<file path="src/rtl/cordic_rotation_pkg.sv">
// Shared word formats, iteration constants and the arctangent table for the
// CORDIC rotation and vectoring units.
package cordic_rotation_pkg;

    localparam int WORD_WIDTH      = 16;
    localparam int PHASE_WIDTH     = 16;
    localparam int ITERATIONS      = 16;
    localparam int ITERATION_WIDTH = 5;

    // Two guard bits absorb the negation of the most-negative input and the CORDIC gain.
    localparam int ACC_WIDTH = WORD_WIDTH + 2;

    typedef logic signed [WORD_WIDTH-1:0]  word_t;
    typedef logic signed [ACC_WIDTH-1:0]   acc_t;
    typedef logic signed [PHASE_WIDTH-1:0] phase_t;
    typedef logic [ITERATION_WIDTH-1:0]    iter_t;

    // round(atan(2^-i) / pi * 2^(PHASE_WIDTH-1)) at PHASE_WIDTH = 16
    localparam phase_t ATAN_TABLE [0:15] = '{
        16'sd8192, 16'sd4836, 16'sd2555, 16'sd1297,
        16'sd651,  16'sd326,  16'sd163,  16'sd81,
        16'sd41,   16'sd20,   16'sd10,   16'sd5,
        16'sd3,    16'sd1,    16'sd1,    16'sd0
    };

    function automatic phase_t atan_lut(input iter_t i);
        phase_t v;
        v = '0;
        if (i < iter_t'(ITERATIONS)) begin
            v = ATAN_TABLE[i[3:0]];
        end
        return v;
    endfunction

    // Clamp a guard-extended value into the output word range.
    function automatic word_t saturate(input acc_t v);
        word_t r;
        if ((&v[ACC_WIDTH-1:WORD_WIDTH-1]) || !(|v[ACC_WIDTH-1:WORD_WIDTH-1])) begin
            r = v[WORD_WIDTH-1:0];
        end else begin
            r = {v[ACC_WIDTH-1], {(WORD_WIDTH-1){~v[ACC_WIDTH-1]}}};
        end
        return r;
    endfunction

endpackage

</file>
<file path="src/rtl/cordic_rotation_if.sv">
// Request/result bundle between a caller and the CORDIC rotation engine.
interface cordic_rotation_if;
    import cordic_rotation_pkg::*;

    logic   start;
    word_t  x_in;
    phase_t z_in;
    logic   busy;
    logic   done;
    word_t  x_out;
    word_t  y_out;

    modport master (
        output start, x_in, z_in,
        input  busy, done, x_out, y_out
    );

    modport slave (
        input  start, x_in, z_in,
        output busy, done, x_out, y_out
    );

endinterface

</file>
<file path="src/rtl/cordic_rotation_control.sv">
// Sequencer for the rotation engine: IDLE/RUN FSM, iteration counter and
// the load/step/finish strobes that steer the datapath.
//
// state    | meaning
// ---------+--------------------------------------------------------------
// ST_IDLE  | waiting for start; outputs hold the last result
// ST_RUN   | cnt 0..ITERATIONS-1 micro-rotate, cnt == ITERATIONS registers result
module rotation_control
    import cordic_rotation_pkg::*;
(
    input  logic  clk,
    input  logic  rst,
    input  logic  start,
    output logic  busy,
    output logic  done,
    output logic  load,
    output logic  step,
    output logic  finish,
    output iter_t iter
);

    localparam logic [0:0] ST_IDLE = 1'b0;
    localparam logic [0:0] ST_RUN  = 1'b1;

    logic [0:0] state;
    iter_t      cnt;

    assign busy   = (state == ST_RUN);
    assign load   = (state == ST_IDLE) && start;
    assign step   = (state == ST_RUN) && (cnt < iter_t'(ITERATIONS));
    assign finish = (state == ST_RUN) && (cnt == iter_t'(ITERATIONS));
    assign iter   = cnt;

    // FSM, iteration counter and the single-cycle done pulse.
    always_ff @(posedge clk or negedge rst) begin
        if (!rst) begin
            state <= ST_IDLE;
            cnt   <= '0;
            done  <= 1'b0;
        end else begin
            done <= 1'b0;
            case (state)
                ST_IDLE: begin
                    if (start) begin
                        state <= ST_RUN;
                        cnt   <= '0;
                    end
                end
                ST_RUN: begin
                    if (cnt == iter_t'(ITERATIONS)) begin
                        state <= ST_IDLE;
                        cnt   <= '0;
                        done  <= 1'b1;
                    end else begin
                        cnt <= cnt + 1'b1;
                    end
                end
                default: begin
                    state <= ST_IDLE;
                    cnt   <= '0;
                end
            endcase
        end
    end

endmodule

</file>
<file path="src/rtl/cordic_rotation.sv">
// Iterative CORDIC rotation: (x_out, y_out) = G * x_in * (cos z_in, sin z_in),
// one micro-rotation per clock, with quadrant pre-rotation and saturated outputs.
module cordic_rotation
    import cordic_rotation_pkg::*;
(
    input logic              clk,
    input logic              rst,
    cordic_rotation_if.slave bus
);

    logic  load;
    logic  step;
    logic  finish;
    logic  busy;
    logic  done;
    iter_t iter;

    acc_t   x_r;
    acc_t   y_r;
    phase_t z_r;
    word_t  x_out_r;
    word_t  y_out_r;

    logic   quad;
    acc_t   x_ext;
    acc_t   x_load;
    phase_t z_load;
    acc_t   x_sh;
    acc_t   y_sh;
    acc_t   x_nxt;
    acc_t   y_nxt;
    phase_t z_nxt;
    phase_t atan_i;

    rotation_control u_ctrl (
        .clk    (clk),
        .rst    (rst),
        .start  (bus.start),
        .busy   (busy),
        .done   (done),
        .load   (load),
        .step   (step),
        .finish (finish),
        .iter   (iter)
    );

    // Load values: angles with |z| >= pi/2 are folded by pi and x is negated.
    always_comb begin
        quad   = bus.z_in[PHASE_WIDTH-1] ^ bus.z_in[PHASE_WIDTH-2];
        x_ext  = acc_t'(bus.x_in);
        x_load = quad ? -x_ext : x_ext;
        z_load = {bus.z_in[PHASE_WIDTH-1] ^ quad, bus.z_in[PHASE_WIDTH-2:0]};
    end

    // One micro-rotation, direction taken from the sign of the residual angle.
    always_comb begin
        x_sh   = x_r >>> iter;
        y_sh   = y_r >>> iter;
        atan_i = atan_lut(iter);
        if (!z_r[PHASE_WIDTH-1]) begin
            x_nxt = x_r - y_sh;
            y_nxt = y_r + x_sh;
            z_nxt = z_r - atan_i;
        end else begin
            x_nxt = x_r + y_sh;
            y_nxt = y_r - x_sh;
            z_nxt = z_r + atan_i;
        end
    end

    // Datapath registers; results are only exposed once all iterations are done.
    always_ff @(posedge clk or negedge rst) begin
        if (!rst) begin
            x_r     <= '0;
            y_r     <= '0;
            z_r     <= '0;
            x_out_r <= '0;
            y_out_r <= '0;
        end else begin
            if (load) begin
                x_r <= x_load;
                y_r <= '0;
                z_r <= z_load;
            end else if (step) begin
                x_r <= x_nxt;
                y_r <= y_nxt;
                z_r <= z_nxt;
            end
            if (finish) begin
                x_out_r <= saturate(x_r);
                y_out_r <= saturate(y_r);
            end
        end
    end

    assign bus.busy  = busy;
    assign bus.done  = done;
    assign bus.x_out = x_out_r;
    assign bus.y_out = y_out_r;

endmodule
</file>
<file path="src/flat_wrapper.sv">
// flat-port wrapper written by rule: the top's interface ports become plain ports
module cordic_rotation_flat import cordic_rotation_pkg::*;
  (clk, rst, bus_start, bus_x_in, bus_z_in, bus_busy, bus_done, bus_x_out, bus_y_out);
  cordic_rotation_if bus_i ();
  input logic clk;
  input logic rst;
  input wire logic [$bits(bus_i.start)-1:0] bus_start;
  input wire logic [$bits(bus_i.x_in)-1:0] bus_x_in;
  input wire logic [$bits(bus_i.z_in)-1:0] bus_z_in;
  output wire logic [$bits(bus_i.busy)-1:0] bus_busy;
  output wire logic [$bits(bus_i.done)-1:0] bus_done;
  output wire logic [$bits(bus_i.x_out)-1:0] bus_x_out;
  output wire logic [$bits(bus_i.y_out)-1:0] bus_y_out;
  assign bus_i.start = bus_start;
  assign bus_i.x_in = bus_x_in;
  assign bus_i.z_in = bus_z_in;
  assign bus_busy = bus_i.busy;
  assign bus_done = bus_i.done;
  assign bus_x_out = bus_i.x_out;
  assign bus_y_out = bus_i.y_out;
  cordic_rotation u_core (.clk(clk), .rst(rst), .bus(bus_i));
endmodule
</file>
<file path="config.mk">
export PLATFORM = sky130hd
export DESIGN_NAME = cordic_rotation_flat
export DESIGN_NICKNAME = d
export VERILOG_FILES = /design/src/rtl/cordic_rotation_pkg.sv /design/src/rtl/cordic_rotation_if.sv /design/src/rtl/cordic_rotation_control.sv /design/src/rtl/cordic_rotation.sv /design/src/flat_wrapper.sv
export SDC_FILE = /design/constraint.sdc
export NUM_CORES = 1
export LEC_CHECK = 0
export ABC_CLOCK_PERIOD_IN_PS = 5100
export BUFFER_PORTS_ARGS = -buffer_cell sky130_fd_sc_hd__buf_4
export CAP_MARGIN = 20
export CORE_AREA = 2 2 137 139
export DETAILED_ROUTE_END_ITERATION = 16
export DIE_AREA = 0 0 139 141
export GPL_ROUTABILITY_DRIVEN = 0
export GPL_TIMING_DRIVEN = 0
export PLACE_DENSITY = 0.77
export REMOVE_ABC_BUFFERS = 1
export SKIP_LAST_GASP = 1
export SLEW_MARGIN = 20
export SYNTH_ARGS = -nofsm -noshare
export SYNTH_HDL_FRONTEND = slang
export SYNTH_SLANG_ARGS = --single-unit
</file>
<file path="constraint.sdc">
create_clock -name clk -period 5.1 [get_ports clk]
set_input_delay 0 -clock clk [delete_from_list [all_inputs] [get_ports clk]]
set_output_delay 0 -clock clk [all_outputs]
set_load 0.1 [all_outputs]
</file>
# Word level (Yosys, flattened, before mapping)
# Memory sizes are Yosys's and may differ from the RTL's.
# Cells that the tools add are included.
[op_classes]
addsub = 8
n_lt_le_gt_ge = 2
eq_ne = 2
n_shift = 2
mux = 23
bitwise_logic = 6
reduce_logical = 12
[ops]
columns = ["operator", "n"]
rows = [
  ["$mux W16", 8],
  ["$mux W18", 7],
  ["$add A18 B18 Y18", 2],
  ["$sshr A18 B5 Y18", 2],
  ["$sub A18 B18 Y18", 2],
  ["$neg A16 Y18", 1],
  ["$add A16 B16 Y16", 1],
  ["$sub A16 B16 Y16", 1],
  ["$mux W5", 2],
  ["$pmux W5 S2", 1],
  ["$reduce_and A3 Y1", 2],
  ["$reduce_or A3 Y1", 2],
  ["$add A5 B1 Y5 const B", 1],
  ["$eq A5 B5 Y1 const B", 1],
  ["$ge A5 B5 Y1 const B", 1],
  ["$lt A5 B5 Y1 const B", 1],
  ["$not A4 Y5", 1],
  ["$mux W1", 4],
  ["$logic_and A1 B1 Y1", 3],
  ["$not A1 Y1", 3],
  ["$logic_not A1 Y1", 2],
  ["$logic_or A1 B1 Y1", 2],
  ["$ne A2 B2 Y1 const B", 1],
  ["$pmux W1 S2", 1],
  ["2 further kinds", 3],
]
[word_totals]
reg_bits = 91
mem_bits_ro = 256
inputBits = 35
output_inout_bits = 34
wordCells = 64
mem_count = 1
[memory_table]
columns = ["name", "words", "width", "read_ports", "rd_ports_with_merged_regs", "wr", "line", "text"]
rows = [
  ["(name not given)", 16, 16, 1, 0, 0, "cordic_rotation_pkg.sv:30", "v = ATAN_TABLE[i[3:0]];"],
]

# Depth between registers and ports, before layout
# Gate-level depths: netlist of the first run.
[depth]
word_depth = 9
ltp_mapped = 25
ltp_nobuf = 21

# Cells and area by module
# Synthesis of the first run repeated with hierarchy kept, for this count alone.
[hier_totals]
hier_cells = 1226
area_unflattened_um2 = 10097.2
[by_module_without_submodules]
columns = ["mod", "instances", "cells_each", "area_each_um2", "seq_area_each_um2"]
rows = [
  ["cordic_rotation", 1, 1191, 9744.3, 2102.0],
  ["rotation_control", 1, 35, 352.8, 175.2],
]

# Worst setup path after synthesis of the first run
# OpenSTA, ideal clock, no wires.
[synth_path]
kind = "register to register"
from = "register u_core.u_ctrl.cnt[0] (netlist: u_core.u_ctrl.iter[0])"
to = "register u_core.z_r[14]"
setup_time_ns = 0.137
arrival_ns = 4.757
required_time_ns = 4.963
path_slack_ns = 0.206
path_stages_with_launch = 23
path_buffers = 4
synth_period_minus_slack_ns = 4.894
path_cell_list = "dfrtp_1 > buf_6 > buf_6 > buf_6 > buf_2 > inv_1 > ha_1 > mux4_2 > or2_2 > ha_1 > inv_1 > mux2i_1 > fa_1 > a21o_1 > a21oi_1 > o21ai_0 > a21oi_1 > o21ai_0 > a211oi_1 > o21ai_0 > and3_1 > mux2i_1 > o211ai_1"
[synth_via]
elab_chain_cells = 9
word_cells_on_any_way = 13
classes_between = "add/sub (2); order compare (1); mux (6); bitwise (1); reduce/logical (2); memory (1)"
[synth_rtl]
columns = ["item", "line", "text"]
rows = [
  ["start: declaration", "cordic_rotation_control.sv:26", "iter_t cnt;"],
  ["start signal: assignment", "cordic_rotation_control.sv:55", "cnt <= cnt + 1'b1;"],
  ["$not A4 Y5 (not written as such)", "cordic_rotation_pkg.sv:30", ""],
  ["$mem_v2 Z16 W16", "n/a", ""],
  ["$mux W16 (not written as such) (2 in series)", "cordic_rotation_pkg.sv:30", ""],
  ["$mux W16", "cordic_rotation_pkg.sv:29", "if (i < iter_t'(ITERATIONS)) begin"],
  ["$sub A16 B16 Y16 / $add A16 B16 Y16 (equally long branches)", "cordic_rotation.sv:63, cordic_rotation.sv:67", ""],
  ["$mux W16", "cordic_rotation.sv:60", "if (!z_r[PHASE_WIDTH-1]) begin"],
  ["$mux W16", "cordic_rotation.sv:84", "end else if (step) begin"],
  ["$mux W16", "cordic_rotation.sv:80", "if (load) begin"],
  ["end signal: assignment", "cordic_rotation.sv:83", "z_r <= z_load;"],
  ["end signal: assignment", "cordic_rotation.sv:87", "z_r <= z_nxt;"],
  ["end: declaration", "cordic_rotation.sv:20", "phase_t z_r;"],
]
# Several ways; a longest one is shown, not always the timed one. The select of a mux whose other input is x is not followed.
# A chain may end at the register's enable or synchronous reset.

# Worst setup path after layout of the first run
[layout_path]
from = "register u_core.u_ctrl.cnt[0] (netlist: u_core.u_ctrl.iter[0])"
to = "register u_core.x_r[17]"
[layout_via]
elab_chain_cells = 5
word_cells_on_any_way = 9
classes_between = "add/sub (2); order compare (1); shift (1); mux (3); reduce/logical (2)"
[layout_rtl]
columns = ["item", "line", "text"]
rows = [
  ["$sshr A18 B5 Y18", "cordic_rotation.sv:58", "y_sh = y_r >>> iter;"],
  ["$sub A18 B18 Y18 / $add A18 B18 Y18 (equally long branches)", "cordic_rotation.sv:61, cordic_rotation.sv:65", ""],
  ["$mux W18", "cordic_rotation.sv:60", ""],
  ["$mux W18", "cordic_rotation.sv:84", ""],
  ["$mux W18", "cordic_rotation.sv:80", ""],
  ["end signal: assignment", "cordic_rotation.sv:81", "x_r <= x_load;"],
  ["end signal: assignment", "cordic_rotation.sv:85", "x_r <= x_nxt;"],
  ["end: declaration", "cordic_rotation.sv:18", "acc_t x_r;"],
]
# Several ways; a longest one is shown, not always the timed one. The select of a mux whose other input is x is not followed.

==> out/metrics.cfg, run 1 <==
[critical_path]
r2r-end=u_core.x_r[17]$_DFFE_PN0P_
arrival_ns=5.13
worst_r2r_path_depth=20
path_cells=buf_4, mux4_2, mux2_2, o211ai_1, a21boi_2, ha_1, nand2_1, nor4_4, nor2_1, xnor2_1, ha_1, a21o_1, a21o_1, a21oi_1, o21ai_0, a21o_1, a211oi_1, o21bai_1, xnor2_1, o21ai_1
r2r_start=u_core.u_ctrl.iter[0]$_DFFE_PN0P_
worstSetupStartpointType=flip-flop
crit_type=flip-flop to flip-flop
required_ns=5.35
crit_path_max_fanout=7
cp_top_family=compound AO/OA/AOI/OAI gates
crit_buf_inv=1
cpMaxStageDelayCell=mux4_2
crit_top_cell=a21o_1
end_kind=flip-flop
r2r_slack_ns=0.22
slowest_delay_ns=0.54

[finish]
final_nets=1358
drive_gt1_share_pct=14.9
synthToLayoutAreaGrowth_pct=14.6
antennaDiodeCount=0

[floorplan]
fp.dieArea_sq_mm=0.0196
start_util_pct=53.4
core_area_sq_mm=0.0183
die_w_um=139
std_cell_rows=50
pin_count=69
die_height_um=141

[sta]
post-route-period-util_pct=95.6
slew_headroom_pct=41.6
finalHoldViolations=0
fin_crit_ns=4.88
fin_worst_skew_ns=0.0100
rsz0062_at_grt=yes
hold_ws_ns=0.0116
max_freq_mhz=205
slew_violations=0
finalWorstSetupSlack_ns=0.224
setup-violations-final=0
tightest_slew_ns=0.875

[route]
drtAntennaViolNets=0
drt-total-wl_um=26600
dr.max_layer_used=met4
wl_met3_um=1970
drc_errors=0
route.vias.total=9469
met2WireLength_um=12600
wirelength_met1_um=11200
vias_per_cell=6.32
wl_per_cell_um=17.7
drt_iter0_markers=737
drtPass1Iterations=5

[synth]
async_flop_share_pct=100
yosysSeqAreaShare_pct=23.3
syn_area_per_cell_sq_um=8.06
synthFlopType=dfrtp_1
synth_edf_count=0
mappedNetlistArea_sq_mm=0.00976
synth_top_cells_by_count=nand2_1, nor2_1, a21oi_1, o21ai_0, dfrtp_1
yosys.area.top_type=dfrtp_1
syn_inst=1211
synth_top_area_share_pct=23.3
synthDistinctLibCells=81
ys_top_cells_by_area=dfrtp_1, ha_1, nand2_1
ys_seq_elements=91
yosysWarnings=0
yosysMostFrequentCell=nand2_1

[clock_network]
clk-insertion-delay-late_ns=0.37
clkTransAtPathRegs_ns=0.07
cts-root-buf=clkbuf_16
htree_levels=3
cts.sinks=91
numCtsBuffers=9
clockBufferDepth=2
cts_tree=yes

[grt]
grt_pass1_wl_um=44200
grt_pass1_vias=9154
grt_antenna_before_repair=0
grt_remaining_overflow=0
grt_use_total_pct=27.3
grt_max_degree=92

[placement]
pre_cts_slack_ns=-0.522
io_buffers=68
hpwlAfterDp_um=18100

[worst_hold_path]
hold_start=bus_start
hold-path-cell-count=4
hp-class=input port to flip-flop
min_to=u_core.u_ctrl.iter[4]$_DFFE_PN0P_

[status]
outcome=complete, no violations

[run]
cap_violations=0

area by class of cell:
class                      instances  area (sq um)
inverter                          30           119
multi-input combinational       1009          7110
clock buffer                      11           233
sequential                        91          2300
fill                            1603          7070
timing repair buffer             119          1090
clock inverter                     5          38.8
tap                              234           293
repair_timing:
| item | in CTS | in global routing |
|---|---|---|
| endpoints found under the setup margin | 15 | 14 |
| gates resized for setup | 6 | 19 |
| setup buffers | 2 | 13 |
| pin swaps | 0 | 2 |
| hold endpoints to repair | 120 | 0 |
| hold buffers | 30 | 0 |
worst max-delay path by stage:
| stage | from | endpoint | slack [ns] | cells past startpoint |
|---|---|---|---|---|
| after floorplan | u_core.u_ctrl.iter[0]$_DFFE_PN0P_ | u_core.z_r[14]$_DFFE_PN0P_ | -0.59 | 18 |
| after global placement | u_core.u_ctrl.iter[0]$_DFFE_PN0P_ | u_core.z_r[14]$_DFFE_PN0P_ | -1.55 | 18 |
| after detailed placement | u_core.u_ctrl.iter[0]$_DFFE_PN0P_ | u_core.y_r[17]$_DFFE_PN0P_ | -0.52 | 15 |
| after CTS | u_core.u_ctrl.iter[1]$_DFFE_PN0P_ | u_core.z_r[14]$_DFFE_PN0P_ | 0.06 | 18 |
| after global routing | u_core.u_ctrl.iter[1]$_DFFE_PN0P_ | u_core.x_r[17]$_DFFE_PN0P_ | -0.07 | 19 |
| final | u_core.u_ctrl.iter[0]$_DFFE_PN0P_ | u_core.x_r[17]$_DFFE_PN0P_ | 0.22 | 20 |
cells in the final DEF (no fill, tap or decap), drive strengths merged, types with 6 or more instances in the layout:
cell           n
nand2        165
nor2         146
a21oi         98
o21ai         98
dfrtp         91
buf           89
ha            60
xnor2         57
xor2          41
mux4          32
dlygate4sd3   30
inv           30
o2bb2ai       28
nor3          26
mux2i         25
a22oi         24
a21o          19
a211oi        18
nand3         13
a31oi         13
nand2b        11
clkbuf        11
o31ai          9
nor2b          9
or2            8
o211ai         8
or3            6
a41oi          6
mux2           6
per-stage QoR:
stage / cells / TNS [ns] / utilization [%] / instance area [sq um]
global placement: 1432 / -34.51 / 55.9 / 10200
floorplan: 1130 / -6.40 / - / 9400
detailed placement: 1438 / -2.87 / 56.8 / 10400
global route: 1499 / -0.131 / 61.3 / 11200
CTS: 1486 / 0 / 60.3 / 11000
finish: 1499 / 0 / 61.3 / 11200
cell families after synthesis:
family	synth area share (%)
AND/OR/NAND/NOR	18.5
AO/OA/AOI/OAI	25.2
buffers and inverters	4.84
XOR/XNOR	8.79
flip-flops	23.3
multiplexers	11.0
adder cells (fa/ha/maj)	8.30
worst register-to-register path, delay by kind of cell (launching register included):
family	cells	cell delay [ns]
DFF	1	0.51
buffers and inverters	1	0.16
muxes	2	0.87
and+or+nand+nor	3	0.58
adders and majority gates	2	0.57
xor gates and xnor gates	2	0.35
AOI/OAI and AO/OA	10	1.73
metal layers:
layer,vias up,global-route usage [%]
li1,4480,-
met1,4525,35.8
met2,392,45.6
met3,72,3.74
met4,0,11.7
met5,-,0
registers in the layout, indices dropped and copies added (netlist names):
name,flops
u_core.bus.y_out,16
u_core.u_ctrl.iter,5
u_core.u_ctrl.done,1
u_core.y_r,18
u_core.x_r,18
u_core.u_ctrl.busy,1
u_core.z_r,16
u_core.bus.x_out,16
Power of run 1 is not shown: default switching activity piles up to over one toggle a cycle in this logic, so the estimate is an artifact.
==> run 2, diff against run 1 <==
- GPL_TIMING_DRIVEN: 0 -> 1
- SKIP_CTS_REPAIR_TIMING: default -> 1
==> out/metrics.cfg, run 2 (same netlist as run 1, synthesis figures left out) <==
[status]
outcome=finished, violations left
violations=negative hold slack

[route]
wl_per_cell_um=18.2  ; +2.8%
drtAntennaViolNets=0  ; unchanged
drt-total-wl_um=27500  ; +3.7%
vias_per_cell=6.30  ; -0.25%
drc_errors=0  ; unchanged
drtPass1Iterations=7  ; +2
drt_iter0_markers=784  ; +6.4%
route.vias.total=9527  ; +0.61%

[worst_hold_path]
hold_start=bus_x_in[13]
hold-path-cell-count=3  ; -1
min_to=u_core.x_r[13]$_DFFE_PN0P_
hp-class=input port to flip-flop

[finish]
synthToLayoutAreaGrowth_pct=13.6
final_nets=1371  ; +0.96%
layout_commonest_cell=nand2_1
drive_gt1_share_pct=15.2  ; +0.24 points
reg.largest.list=u_core.x_r: 18 flops, u_core.y_r: 18 flops
antennaDiodeCount=0  ; unchanged
mostFrequentLayoutCells=nand2_1, nor2_1, buf_4

[sta]
tightest_slew_ns=0.813  ; -0.0623 ns
slew_violations=0  ; unchanged
hold_ws_ns=-0.0393  ; -0.0509 ns
post-route-period-util_pct=93.2  ; -2.4 points
setup-violations-final=0  ; unchanged
fin_worst_skew_ns=0.0119  ; +0.00183 ns
max_freq_mhz=210  ; +2.6%
fin_crit_ns=4.75  ; -0.124 ns
slew_headroom_pct=45.7  ; +4.0 points
finalHoldViolations=5  ; +5
rsz0062_at_grt=yes

[grt]
grt_antenna_before_repair=0  ; unchanged
grt_use_total_pct=28.2  ; +0.86 points
grt_max_degree=66  ; -28%
grt_pass1_wl_um=45000  ; +1.7%
grt_pass1_vias=9077  ; -0.84%
grt_remaining_overflow=0  ; unchanged

[clock_network]
clk-insertion-delay-late_ns=0.37  ; about the same
cts.sinks=91  ; unchanged
cts-root-buf=clkbuf_16
clkTransAtPathRegs_ns=0.07  ; about the same
clockBufferDepth=2  ; unchanged
cts_tree=yes
htree_levels=3  ; unchanged
numCtsBuffers=9  ; unchanged

[critical_path]
arrival_ns=4.98  ; -0.15 ns
required_ns=5.33  ; -0.02 ns
worst_r2r_path_depth=19  ; -5.0%
r2r_slack_ns=0.35  ; +0.12 ns
r2r-end=u_core.x_r[16]$_DFFE_PN0P_
end_kind=flip-flop
worstSetupStartpointType=flip-flop
r2r_start=u_core.u_ctrl.iter[0]$_DFFE_PN0P_
crit_path_max_fanout=11  ; +4
crit_type=flip-flop to flip-flop

[floorplan]
core_area_sq_mm=0.0183  ; unchanged
die_height_um=141  ; unchanged
std_cell_rows=50  ; unchanged
fp.dieArea_sq_mm=0.0196  ; unchanged
pin_count=69  ; unchanged
start_util_pct=53.4  ; unchanged
die_w_um=139  ; unchanged

[placement]
hpwlAfterDp_um=19900  ; +10%
io_buffers=68  ; unchanged

[run]
cap_violations=0  ; unchanged

-- run 2: cell types whose count changed in the layout (fill, tap and decap cells not counted), sizes merged --
cell / change
buf: +20
clkinv: +5
clkbuf: -2
dlygate4sd3: -7
clkinvlp: -3
-- run 2: worst max-delay path, cell delays in order (launching register included) --
cell      delay, ns
dfrtp_2        0.45
buf_6          0.20
mux4_2         0.53
mux2_2         0.29
o211ai_1       0.15
a21boi_2       0.29
ha_1           0.28
nor2_1         0.09
a21oi_1        0.08
fa_1           0.45
a21o_1         0.17
a21o_1         0.20
a21oi_1        0.18
o21ai_0        0.16
a21oi_1        0.23
a21oi_1        0.14
a31oi_2        0.26
nor2b_1        0.08
o41ai_1        0.27
a21oi_1        0.11
-- run 2: final cells by class --
class | count | area, sq um
clock buffer | 9 | 225
clock inverter | 7 | 55.1
fill | 1681 | 7170
inverter | 30 | 113
multi-input combinational | 1009 | 7050
sequential | 91 | 2280
tap | 234 | 293
timing repair buffer | 132 | 1080
-- run 2: how the worst max path moves through the flow --
stage                                       to                         startpoint  cells past startpoint
floorplan           u_core.z_r[14]$_DFFE_PN0P_  u_core.u_ctrl.iter[0]$_DFFE_PN0P_                     18
global placement    u_core.y_r[16]$_DFFE_PN0P_  u_core.u_ctrl.iter[0]$_DFFE_PN0P_                     19
detailed placement  u_core.x_r[16]$_DFFE_PN0P_  u_core.u_ctrl.iter[0]$_DFFE_PN0P_                     19
CTS                 u_core.x_r[16]$_DFFE_PN0P_  u_core.u_ctrl.iter[0]$_DFFE_PN0P_                     19
global route        u_core.x_r[16]$_DFFE_PN0P_  u_core.u_ctrl.iter[0]$_DFFE_PN0P_                     19
finish              u_core.x_r[16]$_DFFE_PN0P_  u_core.u_ctrl.iter[0]$_DFFE_PN0P_                     19
-- run 2: stage by stage --
| stage | util, % | worst slack (ns) | instance area, sq um | cells | setup TNS (ns) |
|---|---|---|---|---|---|
| after floorplan | - | -0.586 | 9400 | 1130 | -6.40 |
| after global placement | 57.7 | 0.386 | 10500 | 1471 | 0 |
| after detailed placement | 57.7 | 0.253 | 10500 | 1471 | 0 |
| after CTS | 59.2 | 0.203 | 10800 | 1487 | 0 |
| after global routing | 60.7 | -0.0199 | 11100 | 1512 | -0.0249 |
| final | 60.7 | 0.348 | 11100 | 1512 | 0 |
-- run 2: routing by layer --
layer,GRT usage [%],part of all wire [%],vias up
met5,0,0,-
met4,11.3,2.8,0
met3,4.59,7.7,70
met2,46.4,47,382
met1,37.3,42,4562
li1,-,-,4513
Power of run 2 is left out for the same reason.
==> run 3, diff against run 2 <==
- ABC_CLOCK_PERIOD_IN_PS: 5100 -> 5900
- GPL_ROUTABILITY_DRIVEN: 0 -> default
- PLACE_DENSITY: 0.77 -> 0.75
- clock period: 5.1 -> 5.9 ns (I/O delays scaled with it)
==> out/metrics.cfg, run 3 (same netlist as run 1, synthesis figures left out) <==
[critical_path]
worstSetupStartpointType=flip-flop
crit_buf_inv=2  ; +1
crit_path_max_fanout=23  ; +12
slowest_delay_ns=0.69  ; +0.16 ns
end_kind=flip-flop
path_cells=buf_4, mux4_2, mux2_4, o221a_4, inv_1, ha_1, nor2_1, xnor2_1, ha_1, nor2b_1, o21ai_0, a21boi_0, o21a_1, o21ai_0, a211oi_1, o41ai_1, o21ai_0, mux2i_1, nand3_1
cp_top_family=compound AO/OA/AOI/OAI gates
crit_type=flip-flop to flip-flop
crit_top_cell=o21ai_0
cpMaxStageDelayCell=dfrtp_2
arrival_ns=5.53  ; +0.55 ns
required_ns=6.14  ; +0.81 ns

[sta]
finalSetupTns_ns=0  ; unchanged
max_freq_mhz=189  ; -10%
rsz0062_at_grt=no
post-route-period-util_pct=89.6  ; -3.6 points
fin_worst_skew_ns=0.00813  ; -0.00376 ns
slew_headroom_pct=33.2  ; -12 points
finalHoldViolations=3  ; -2
fin_crit_ns=5.29  ; +0.534 ns
slew_violations=0  ; unchanged
tightest_slew_ns=1.00  ; +0.189 ns
setup-violations-final=0  ; unchanged
hold_ws_ns=-0.0279  ; +0.0114 ns

[finish]
antennaDiodeCount=0  ; unchanged
n_fill_cell=1658  ; -1.4%
synthToLayoutAreaGrowth_pct=12.3
mostFrequentLayoutCells=nand2_1, nor2_1, a21oi_1
final_nets=1355  ; -1.2%
layout_commonest_cell=nand2_1
drive_gt1_share_pct=13.5  ; -1.7 points
reg.largest.list=u_core.x_r: 18 flops, u_core.y_r: 18 flops

[grt]
grt_use_total_pct=27.3  ; -0.85 points
grt_max_degree=66  ; unchanged
grt_pass1_wl_um=43700  ; -2.8%
grt_remaining_overflow=0  ; unchanged
grt_antenna_before_repair=0  ; unchanged
grt_pass1_vias=8712  ; -4.0%

[route]
drtAntennaViolNets=0  ; unchanged
wl_per_cell_um=18.1  ; -0.89%
drt_iter0_markers=807  ; +2.9%
drt-total-wl_um=27000  ; -2.0%
drtPass1Iterations=5  ; -2
drc_errors=0  ; unchanged
route.vias.total=9207  ; -3.4%
vias_per_cell=6.16  ; -2.3%

[clock_network]
cts-root-buf=clkbuf_16
clkTransAtPathRegs_ns=0.07  ; about the same
cts_tree=yes
numCtsBuffers=9  ; unchanged
htree_levels=3  ; unchanged
clockBufferDepth=2  ; unchanged
clk-insertion-delay-late_ns=0.36  ; about the same
cts.sinks=91  ; unchanged

[status]
outcome=finished, violations left
violations=negative hold slack

[placement]
hpwlAfterDp_um=19200  ; -4.0%
io_buffers=68  ; unchanged
gp_congestion=0.984

[worst_hold_path]
hp-class=input port to flip-flop

[run]
cap_violations=0  ; unchanged

[floorplan]
pin_count=69  ; unchanged
core_area_sq_mm=0.0183  ; unchanged
die_height_um=141  ; unchanged
fp.dieArea_sq_mm=0.0196  ; unchanged
start_util_pct=53.4  ; unchanged
std_cell_rows=50  ; unchanged
die_w_um=139  ; unchanged

-- run 3: cell types whose count changed in the layout (fill, tap and decap cells not counted), sizes merged --
cell	delta
inv	+1
buf	-18
bufinv	+2
clkinv	-3
dlygate4sd3	+2
clkinvlp	-1
-- run 3: metrics by stage --
step           utilization (%)  worst slack (ns)  hold WS, ns  area (sq um)  std cells
6_report                  60.0             0.614      -0.0279         11000       1495
5_1_grt                   60.0            0.0972      0.00329         11000       1495
4_1_cts                   58.6             0.622       -0.403         10700       1470
3_5_place_dp              56.9             0.645      -0.0180         10400       1455
3_3_place_gp              56.9             0.760      -0.0202         10400       1455
2_1_floorplan                -             0.214       -0.296          9400       1130
-- run 3: path summary, 6_finish.rpt --
kind                                               endpoint                               from  depth (start not counted)  slack [ns]
max reg2reg                      u_core.y_r[16]$_DFFE_PN0P_  u_core.u_ctrl.iter[0]$_DFFE_PN0P_                         19        0.61
max in group asynchronous        u_core.x_r[11]$_DFFE_PN0P_                                rst                          3        4.64
min                              u_core.z_r[14]$_DFFE_PN0P_                       bus_z_in[14]                          3       -0.03
min in group asynchronous   u_core.bus.y_out[6]$_DFFE_PN0P_                                rst                          2        0.13
max                              u_core.y_r[16]$_DFFE_PN0P_  u_core.u_ctrl.iter[0]$_DFFE_PN0P_                         19        0.61
min reg2reg                u_core.bus.y_out[11]$_DFFE_PN0P_   u_core.bus.y_out[11]$_DFFE_PN0P_                          2        0.48
-- run 3: worst register-to-register path, stage by stage (launching register included) --
cell      delay [ns]
dfrtp_2         0.69
buf_4           0.41
mux4_2          0.61
mux2_4          0.30
o221a_4         0.27
inv_1           0.09
ha_1            0.20
nor2_1          0.07
xnor2_1         0.17
ha_1            0.31
nor2b_1         0.14
o21ai_0         0.19
a21boi_0        0.17
o21a_1          0.21
o21ai_0         0.22
a211oi_1        0.15
o41ai_1         0.49
o21ai_0         0.20
mux2i_1         0.18
nand3_1         0.08
-- run 3: cell type report --
| cell class | count | area (sq um) | area share (%) |
|---|---|---|---|
| clock buffers | 9 | 225 | 2.06 |
| clock inverters | 6 | 90.1 | 0.822 |
| inverters | 30 | 113 | 1.03 |
| multi-input cells | 1009 | 7030 | 64.1 |
| flip-flops and latches | 91 | 2280 | 20.8 |
| well taps | 234 | 293 | 2.67 |
| repair buffers | 116 | 933 | 8.52 |
-- run 3: per-layer routing --
metal	part of all wire, %	GRT usage, %	vias to the layer above	routed length (um)
met5	0	0	-	0
met3	6.9	4.25	45	1870
met1	44	36.7	4348	11800
li1	-	-	4473	-
met2	47	45.5	341	12700
met4	2.3	8.72	0	631
Power of run 3 is left out for the same reason.
